## src/rtl/mem_port_arbiter_if.sv

```systemverilog
// Bundle of the requester-side and RAM-side signals around the shared memory port.
// The slave modport is the arbiter's view; master is the view of the requesters plus RAM.
interface mem_port_arbiter_if #(
    parameter int AddrWidth = 64,
    parameter int DataWidth = 64
);
    logic                 IfReq;
    logic [AddrWidth-1:0] IfAddr;
    logic                 IfReady;
    logic [DataWidth-1:0] IfData;

    logic                 MemReq;
    logic                 MemWe;
    logic [AddrWidth-1:0] MemAddr;
    logic [DataWidth-1:0] MemWdata;
    logic [3:0]           MemWmask;
    logic                 MemReady;
    logic [DataWidth-1:0] MemRdata;

    logic                 RamValid;
    logic                 RamWe;
    logic [AddrWidth-1:0] RamAddr;
    logic [DataWidth-1:0] RamWdata;
    logic [3:0]           RamWmask;
    logic                 RamAck;
    logic [DataWidth-1:0] RamRdata;

    logic                 Busy;

    modport slave (
        input  IfReq, IfAddr, MemReq, MemWe, MemAddr, MemWdata, MemWmask, RamAck, RamRdata,
        output IfReady, IfData, MemReady, MemRdata,
        output RamValid, RamWe, RamAddr, RamWdata, RamWmask, Busy
    );

    modport master (
        output IfReq, IfAddr, MemReq, MemWe, MemAddr, MemWdata, MemWmask, RamAck, RamRdata,
        input  IfReady, IfData, MemReady, MemRdata,
        input  RamValid, RamWe, RamAddr, RamWdata, RamWmask, Busy
    );
endinterface

```

## src/rtl/mem_port_arbiter.sv

```systemverilog
// Arbiter sharing one RAM port between instruction fetch and the Mem stage.
// One access at a time: arbitrate in IDLE, hold the RAM command until ack,
// then pulse the owner's ready for one cycle with the read data registered.
// Mem normally wins; a wait counter forces an IF grant after StarveLimit
// consecutive Mem grants taken while IF was waiting.
module mem_port_arbiter #(
    parameter int AddrWidth   = 64,
    parameter int DataWidth   = 64,
    parameter int StarveLimit = 4
) (
    input  logic              Clk,
    input  logic              Rst,
    mem_port_arbiter_if.slave bus
);
    typedef enum logic [1:0] {IDLE, BUSY_IF, BUSY_MEM, RESP} state_t;

    state_t               state;
    state_t               state_nxt;
    logic [3:0]           wait_cnt;

    logic                 ram_valid;
    logic                 ram_we;
    logic [AddrWidth-1:0] ram_addr;
    logic [DataWidth-1:0] ram_wdata;
    logic [3:0]           ram_wmask;
    logic [DataWidth-1:0] resp_data;
    logic                 if_ready;
    logic                 mem_ready;

    logic                 if_starved;
    logic                 mem_win;
    logic                 if_win;

    // IF overrides Mem only once it has been passed over StarveLimit times in a row
    assign if_starved = bus.IfReq && (wait_cnt == 4'(StarveLimit));
    assign mem_win    = bus.MemReq && !if_starved;
    assign if_win     = bus.IfReq && !mem_win;

    // Next-state logic: arbitrate in IDLE, wait for ack, one response cycle
    always_comb begin
        state_nxt = state;
        unique case (state)
            IDLE: begin
                if (mem_win)     state_nxt = BUSY_MEM;
                else if (if_win) state_nxt = BUSY_IF;
            end
            BUSY_IF, BUSY_MEM: begin
                if (bus.RamAck) state_nxt = RESP;
            end
            RESP:    state_nxt = IDLE;
            default: state_nxt = IDLE;
        endcase
    end

    // State register
    always_ff @(posedge Clk or negedge Rst) begin
        if (!Rst) state <= IDLE;
        else      state <= state_nxt;
    end

    // Command latching, response capture, ready pulses and starvation counter
    always_ff @(posedge Clk or negedge Rst) begin
        if (!Rst) begin
            wait_cnt  <= '0;
            ram_valid <= 1'b0;
            ram_we    <= 1'b0;
            ram_addr  <= '0;
            ram_wdata <= '0;
            ram_wmask <= '0;
            resp_data <= '0;
            if_ready  <= 1'b0;
            mem_ready <= 1'b0;
        end else begin
            if_ready  <= 1'b0;
            mem_ready <= 1'b0;
            unique case (state)
                IDLE: begin
                    if (mem_win) begin
                        ram_valid <= 1'b1;
                        ram_we    <= bus.MemWe;
                        ram_addr  <= bus.MemAddr;
                        ram_wdata <= bus.MemWdata;
                        ram_wmask <= bus.MemWe ? bus.MemWmask : 4'b0000;
                        wait_cnt  <= bus.IfReq ? (wait_cnt + 4'd1) : 4'd0;
                    end else if (if_win) begin
                        ram_valid <= 1'b1;
                        ram_we    <= 1'b0;
                        ram_addr  <= bus.IfAddr;
                        ram_wdata <= '0;
                        ram_wmask <= 4'b0000;
                        wait_cnt  <= 4'd0;
                    end else begin
                        wait_cnt  <= 4'd0;
                    end
                end
                BUSY_IF, BUSY_MEM: begin
                    if (bus.RamAck) begin
                        ram_valid <= 1'b0;
                        if (!ram_we) resp_data <= bus.RamRdata;
                        if_ready  <= (state == BUSY_IF);
                        mem_ready <= (state == BUSY_MEM);
                    end
                end
                default: begin
                end
            endcase
        end
    end

    assign bus.RamValid = ram_valid;
    assign bus.RamWe    = ram_we;
    assign bus.RamAddr  = ram_addr;
    assign bus.RamWdata = ram_wdata;
    assign bus.RamWmask = ram_wmask;
    assign bus.IfReady  = if_ready;
    assign bus.IfData   = resp_data;
    assign bus.MemReady = mem_ready;
    assign bus.MemRdata = resp_data;
    assign bus.Busy     = (state != IDLE);
endmodule

```

## src/flat_wrapper.sv

```systemverilog
// flat-port wrapper written by rule: the top's interface ports become plain ports
module mem_port_arbiter_flat 
#(
    parameter int AddrWidth   = 64,
    parameter int DataWidth   = 64,
    parameter int StarveLimit = 4
)
  (Clk, Rst, bus_IfReq, bus_IfAddr, bus_MemReq, bus_MemWe, bus_MemAddr, bus_MemWdata, bus_MemWmask, bus_RamAck, bus_RamRdata, bus_IfReady, bus_IfData, bus_MemReady, bus_MemRdata, bus_RamValid, bus_RamWe, bus_RamAddr, bus_RamWdata, bus_RamWmask, bus_Busy);
  mem_port_arbiter_if #(.AddrWidth(AddrWidth), .DataWidth(DataWidth)) bus_i ();
  input  logic Clk;
  input  logic Rst;
  input wire logic [$bits(bus_i.IfReq)-1:0] bus_IfReq;
  input wire logic [$bits(bus_i.IfAddr)-1:0] bus_IfAddr;
  input wire logic [$bits(bus_i.MemReq)-1:0] bus_MemReq;
  input wire logic [$bits(bus_i.MemWe)-1:0] bus_MemWe;
  input wire logic [$bits(bus_i.MemAddr)-1:0] bus_MemAddr;
  input wire logic [$bits(bus_i.MemWdata)-1:0] bus_MemWdata;
  input wire logic [$bits(bus_i.MemWmask)-1:0] bus_MemWmask;
  input wire logic [$bits(bus_i.RamAck)-1:0] bus_RamAck;
  input wire logic [$bits(bus_i.RamRdata)-1:0] bus_RamRdata;
  output wire logic [$bits(bus_i.IfReady)-1:0] bus_IfReady;
  output wire logic [$bits(bus_i.IfData)-1:0] bus_IfData;
  output wire logic [$bits(bus_i.MemReady)-1:0] bus_MemReady;
  output wire logic [$bits(bus_i.MemRdata)-1:0] bus_MemRdata;
  output wire logic [$bits(bus_i.RamValid)-1:0] bus_RamValid;
  output wire logic [$bits(bus_i.RamWe)-1:0] bus_RamWe;
  output wire logic [$bits(bus_i.RamAddr)-1:0] bus_RamAddr;
  output wire logic [$bits(bus_i.RamWdata)-1:0] bus_RamWdata;
  output wire logic [$bits(bus_i.RamWmask)-1:0] bus_RamWmask;
  output wire logic [$bits(bus_i.Busy)-1:0] bus_Busy;
  assign bus_i.IfReq = bus_IfReq;
  assign bus_i.IfAddr = bus_IfAddr;
  assign bus_i.MemReq = bus_MemReq;
  assign bus_i.MemWe = bus_MemWe;
  assign bus_i.MemAddr = bus_MemAddr;
  assign bus_i.MemWdata = bus_MemWdata;
  assign bus_i.MemWmask = bus_MemWmask;
  assign bus_i.RamAck = bus_RamAck;
  assign bus_i.RamRdata = bus_RamRdata;
  assign bus_IfReady = bus_i.IfReady;
  assign bus_IfData = bus_i.IfData;
  assign bus_MemReady = bus_i.MemReady;
  assign bus_MemRdata = bus_i.MemRdata;
  assign bus_RamValid = bus_i.RamValid;
  assign bus_RamWe = bus_i.RamWe;
  assign bus_RamAddr = bus_i.RamAddr;
  assign bus_RamWdata = bus_i.RamWdata;
  assign bus_RamWmask = bus_i.RamWmask;
  assign bus_Busy = bus_i.Busy;
  mem_port_arbiter #(.AddrWidth(AddrWidth), .DataWidth(DataWidth), .StarveLimit(StarveLimit)) u_core (.Clk(Clk), .Rst(Rst), .bus(bus_i));
endmodule
```

## config.mk

```make
export PLATFORM = sky130hd
export DESIGN_NAME = mem_port_arbiter_flat
export DESIGN_NICKNAME = d
export VERILOG_FILES = /design/src/rtl/mem_port_arbiter_if.sv /design/src/rtl/mem_port_arbiter.sv /design/src/flat_wrapper.sv
export SDC_FILE = /design/constraint.sdc
export NUM_CORES = 1
export LEC_CHECK = 0
export CAP_MARGIN = 20
export CORE_AREA = 2 2 204 206
export DETAILED_ROUTE_END_ITERATION = 16
export DIE_AREA = 0 0 206 208
export GPL_TIMING_DRIVEN = 0
export SETUP_SLACK_MARGIN = 0.05
export SLEW_MARGIN = 10
export SYNTH_ARGS = -nofsm -noshare
export SYNTH_HDL_FRONTEND = slang
export SYNTH_SLANG_ARGS = --single-unit
```

## constraint.sdc

```tcl
create_clock -name Clk -period 2.7 [get_ports Clk]
set_clock_uncertainty 0.2 [all_clocks]
set_input_delay 0.405 -clock Clk [delete_from_list [all_inputs] [get_ports Clk]]
set_output_delay 0.405 -clock Clk [all_outputs]
set_load 0.01 [all_outputs]
```

After elaboration in Yosys (flattened, before gate mapping)
Index checks and enable logic that the tools add are counted.

word-level totals
  register bits after elaboration = 206
  input bits = 266
  output and inout bits = 265
  logic and storage cells = 55

operators by class
  add/sub/neg operators = 1
  eq/ne operators = 6
  mux-type cells = 23
  bitwise gates (word level) = 1
  reductions and logical operators = 14

operators by type and width
  kind                                           number
  two-way mux 64 bit                             4
  two-way mux 4 bit                              5
  two-way mux 1 bit                              9
  two-way mux 2 bit                              3
  case mux 2 bit (3 select lines)                1
  AND reduction 3 bit                            2
  nonzero test 2 bit                             3
  adder 4 x 1 -> 4 bit, second input constant    1
  == test 2 bit, second input constant           2
  == test 4 x 3 -> 1 bit, second input constant  1
  AND reduction 2 bit                            2
  logical AND 1 bit                              3
  != test 3 x 1 -> 1 bit, second input constant  1
  == test 2 x 1 -> 1 bit, second input constant  1
  logical NOT 1 bit                              2
  logical NOT 2 bit                              1
  != test 2 bit, second input constant           1
  case mux 1 bit (2 select lines)                1
  OR reduction 2 bit                             1
  NOT 1 bit                                      1

Longest topological paths before layout
  depth in word-level cells = 9
  mapped depth = 8
  gate-level depth less buffers = 5

Least setup slack after synthesis
OpenSTA, ideal clock, no wires.

  path kind = reg-to-reg
  start = register u_core.state[0]
  end = register u_core.resp_data[0] (netlist: u_core.bus.IfData[0])
  setup time = 0.125 ns
  data arrival time = 1.604 ns
  data required time = 2.375 ns
  path slack = 0.771 ns
  stages on the path, launching flop included = 7
  buffers on the path = 2
  period minus slack after synthesis = 1.929 ns
  path through = dfrtp_1 > inv_1 > ha_1 > nand3b_1 > buf_2 > buf_2 > mux2_2

between the ends
  longest elaborated chain between the ends = 3
  elaborated cells on any way between the ends = 4
  those cells by class = 2 x eq/ne; 2 x reduce/logical

ends and longest elaborated chain
  element                                                  line                    RTL
  start: declaration                                       mem_port_arbiter.sv:17  state_t state;
  start signal: assignment                                 mem_port_arbiter.sv:58  else state <= state_nxt;
  == test 2 bit or == test 2 x 1 -> 1 bit (tied branches)  mem_port_arbiter.sv:76  unique case (state)
  OR reduction 2 bit *                                     mem_port_arbiter.sv:76
  AND reduction 3 bit (no source line) *                   n/a
  end signal: assignment                                   mem_port_arbiter.sv:99  if (!ram_we) resp_data <= bus.RamRdata;
  end: declaration                                         mem_port_arbiter.sv:26  logic [DataWidth-1:0] resp_data;

Every way passes the cells marked *; elsewhere a longest branch is shown, timed or not.
A chain may end at the register's enable or synchronous reset.

Worst setup path in the final report
  start = register u_core.state[0]
  end = output port bus_Busy

between the ends
  longest elaborated chain between the ends = 1

ends and longest elaborated chain
  element             line                     RTL
  nonzero test 2 bit  mem_port_arbiter.sv:119  assign bus.Busy = (state != IDLE);
  end: declaration    flat_wrapper.sv:30       output wire logic [$bits(bus_i.Busy)-1:0] bus_Busy;

Every way passes these cells.

==> results.ini <==
[global_route]
grt_max_degree = 84
grt_pass1_wl_mm = 53.7
grt_pass1_vias = 8440
antenna_found_initial = 3
grt_usage_pct = 16.3
overflow = 0

[power_and_ir_drop]
power.density_nw_per_um2 = 1210
leakage_nw = 6.56
ir_worst_vdd_mv = 0.439

[clocking]
root_buffer = clkbuf_16
cts_tree = done
clockBufferDepth = 3
postCtsSetupBuffers = 0
numCtsBuffers = 27
clock-sinks = 206
cts_max_level = 1
clkTransAtPathRegs_ns = 0.06
clk_latency_ns = 0.55

[detailed_routing]
first_pass_iters = 5
first_iter_violations = 346
wire_per_inst_um = 19.5
ant_nets = 0
avgViaCountPerCell = 4.40
vias = 8271
drt_wl_total_mm = 36.6
post-route-drc-count = 0

[die]
start_util_pct = 22.2
rows = 74
die_area_sq_um = 42800
die_x_um = 206
die_h_um = 208
coreArea_sq_um = 40600
io_pins = 531

[synth]
avgSynthCellArea_sq_um = 11.7
yosysMostFrequentCell = dfrtp_1
synth_cell_type_count = 34
synth_fp_nets = 1043
syn-instance-count = 770
synth.cells.most_frequent = dfrtp_1, nand2_1
async_flop_share_pct = 100
ys.flop_type = dfrtp_1
synth-seq-area-share_pct = 57.3
synth-seq-cells = 206
synth-edff-count = 0
netlist.area_leader.share_pct = 57.3
ys_warn_count = 0
syn-cell-area_sq_um = 8990
synth_area_leaders = dfrtp_1, mux2_2, a22o_1, nand2_1, buf_4
synth_area_leader_cell = dfrtp_1

[critical_path]
critPathBufInv = 4
cp-start-kind = flop
critPathKind = flop to output port
reg2reg_slack_ns = 0.31
crit_arrival_ns = 1.87
crit_path_end_kind = output port
slowest_stage = dfrtp_1
crit_start = u_core.state[0]$_DFFE_PN0P_
critical-path-top-delay-family = buffers and inverters
crit_fanout = 10
crit_chain = inv_1, ha_1, clkbuf_4, inv_1, dlygate4sd2_1
crit_required_ns = 2.10
slowest_delay_ns = 0.40
timing.rr.start = u_core.state[1]$_DFFE_PN0P_
critical_path.most_common_cell = inv_1

[place]
gp_congestion = 0.872
dp_hpwl_mm = 28.6
placed_area_sq_um = 15000
port_buffers = 528

[final_layout]
stdcell_area_sq_um = 15900
drive_above_1_share_pct = 15.9
area_growth_pct = 76.9
fillers = 4035
diodes = 0
nets = 1603

[sta]
setup_viol = 0
worstMarginPinSlew_ns = 0.664
tns_ns = 0
period_needed_ns = 2.47
fmax_mhz = 405
min_period_over_period_pct = 91.5
hold_viol = 0
rsz0062_at_grt = false
slew_headroom_pct = 55.7
slew_violations = 0

[hold_path]
min_from = bus_IfReq
hold_path_class = primary input to flop

[job]
maxCapViolCount = 0

[run_status]
status = completed

## cells by family (layout without fill, tap and decap cells)
group | count (synthesis) | after routing | share of synthesized area, %
AOI/OAI and AO/OA | 144 | 144 | 13.1
adders and majority gates | 7 | 7 | 0.974
buffers and inverters | 137 | 716 | 9.06
DFF | 206 | 206 | 57.3
muxes | 67 | 67 | 8.37
and+or+nand+nor | 209 | 209 | 11.1
## path summary, 6_finish.rpt
path	endpoint	cells past startpoint
setup / recovery	bus_Busy	5
hold / removal	u_core.wait_cnt[3]$_DFFE_PN0N_	3
setup reg to reg	u_core.bus.RamAddr[7]$_DFFE_PN0P_	8
hold reg to reg	u_core.bus.RamAddr[1]$_DFFE_PN0P_	2
max in group asynchronous	u_core.bus.RamAddr[63]$_DFFE_PN0P_	3
min in group asynchronous	u_core.bus.IfData[60]$_DFFE_PN0P_	2
## layout make-up
type | instances | area, sq um | share of cell area, %
well taps | 532 | 666 | 4.19
flip-flops and latches | 206 | 5150 | 32.4
clock inverters | 9 | 116 | 0.732
plain buffers | 131 | 797 | 5.01
inverters | 6 | 22.5 | 0.142
repair buffers | 531 | 5350 | 33.7
clock buffers | 39 | 771 | 4.85
multi-input cells | 427 | 3020 | 19.0
## placed cells by master, fill, tap and decap left out, types with 2 or more instances in the layout
| cell | count |
|---|---|
| a22o_1 | 65 |
| a31oi_1 | 2 |
| a32o_1 | 4 |
| and2_1 | 2 |
| and3_1 | 2 |
| buf_1 | 4 |
| buf_16 | 2 |
| buf_2 | 32 |
| buf_4 | 65 |
| buf_6 | 2 |
| bufinv_16 | 2 |
| clkbuf_1 | 32 |
| clkbuf_16 | 27 |
| clkbuf_2 | 2 |
| clkbuf_8 | 5 |
| clkdlybuf4s50_1 | 526 |
| clkinv_2 | 4 |
| dfrtp_1 | 206 |
| ha_1 | 7 |
| inv_1 | 6 |
| mux2_2 | 65 |
| mux2i_1 | 2 |
| nand2_1 | 131 |
| nand4_1 | 65 |
| o211ai_1 | 64 |
| o31ai_1 | 3 |
## layer usage
metal | vias to the layer above | GRT usage (%) | part of all wire [%]
met2 | 379 | 28.3 | 49
met5 | - | 0 | 0.10
li1 | 3842 | - | -
met1 | 3986 | 19.5 | 39
met4 | 6 | 4.85 | 2.5
met3 | 58 | 4.76 | 9.5
## what timing repair did
item | CTS | global route
pin swaps | 0 | 0
endpoints found under the setup margin | 1 | 14
endpoints found under the hold margin | 61 | 0
hold buffers | 1 | 0
gates cloned | 0 | 0
resized for setup | 1 | 5
## sequential cells by signal (all words and copies together) (netlist names), 2 cells and up
signal and count:
u_core.bus.RamWdata 64, u_core.bus.RamAddr 64, u_core.bus.IfData 64, u_core.bus.RamWmask 4, u_core.state 2, u_core.wait_cnt 4
## power by group
| group | total [mW] | switching [mW] | internal (mW) |
|---|---|---|---|
| Combinational | 10.1 | 4.12 | 5.93 |
| Sequential | 5.70 | 1.04 | 4.66 |
| Clock | 3.56 | 1.39 | 2.17 |
## worst reg2reg max path, delay by kind of cell, from the launching register on
kind	cells	cell delay [ns]
AOI/OAI and AO/OA	2	0.34
adders and majority gates	1	0.16
buffers and inverters	4	1.06
DFF	1	0.39
and+or+nand+nor	1	0.13
## through the flow
| step | cells | hold WS, ns | setup WS [ns] | util (%) | total power, mW |
|---|---|---|---|---|---|
| 5_1_grt | 1881 | 0.0391 | 0.0893 | 39.2 | 20.5 |
| 3_3_place_gp | 1830 | 0.274 | -8.21 | 36.8 | 15.8 |
| 6_report | 1881 | 0.0288 | 0.230 | 39.2 | 19.3 |
| 4_1_cts | 1881 | 0.00728 | 0.0658 | 39.2 | 19.6 |
| 3_5_place_dp | 1832 | 0.149 | 0.122 | 37.0 | 15.9 |
| 2_1_floorplan | 770 | -0.0906 | 0.771 | - | 10.1 |
Power figures use the tool's default switching activity.
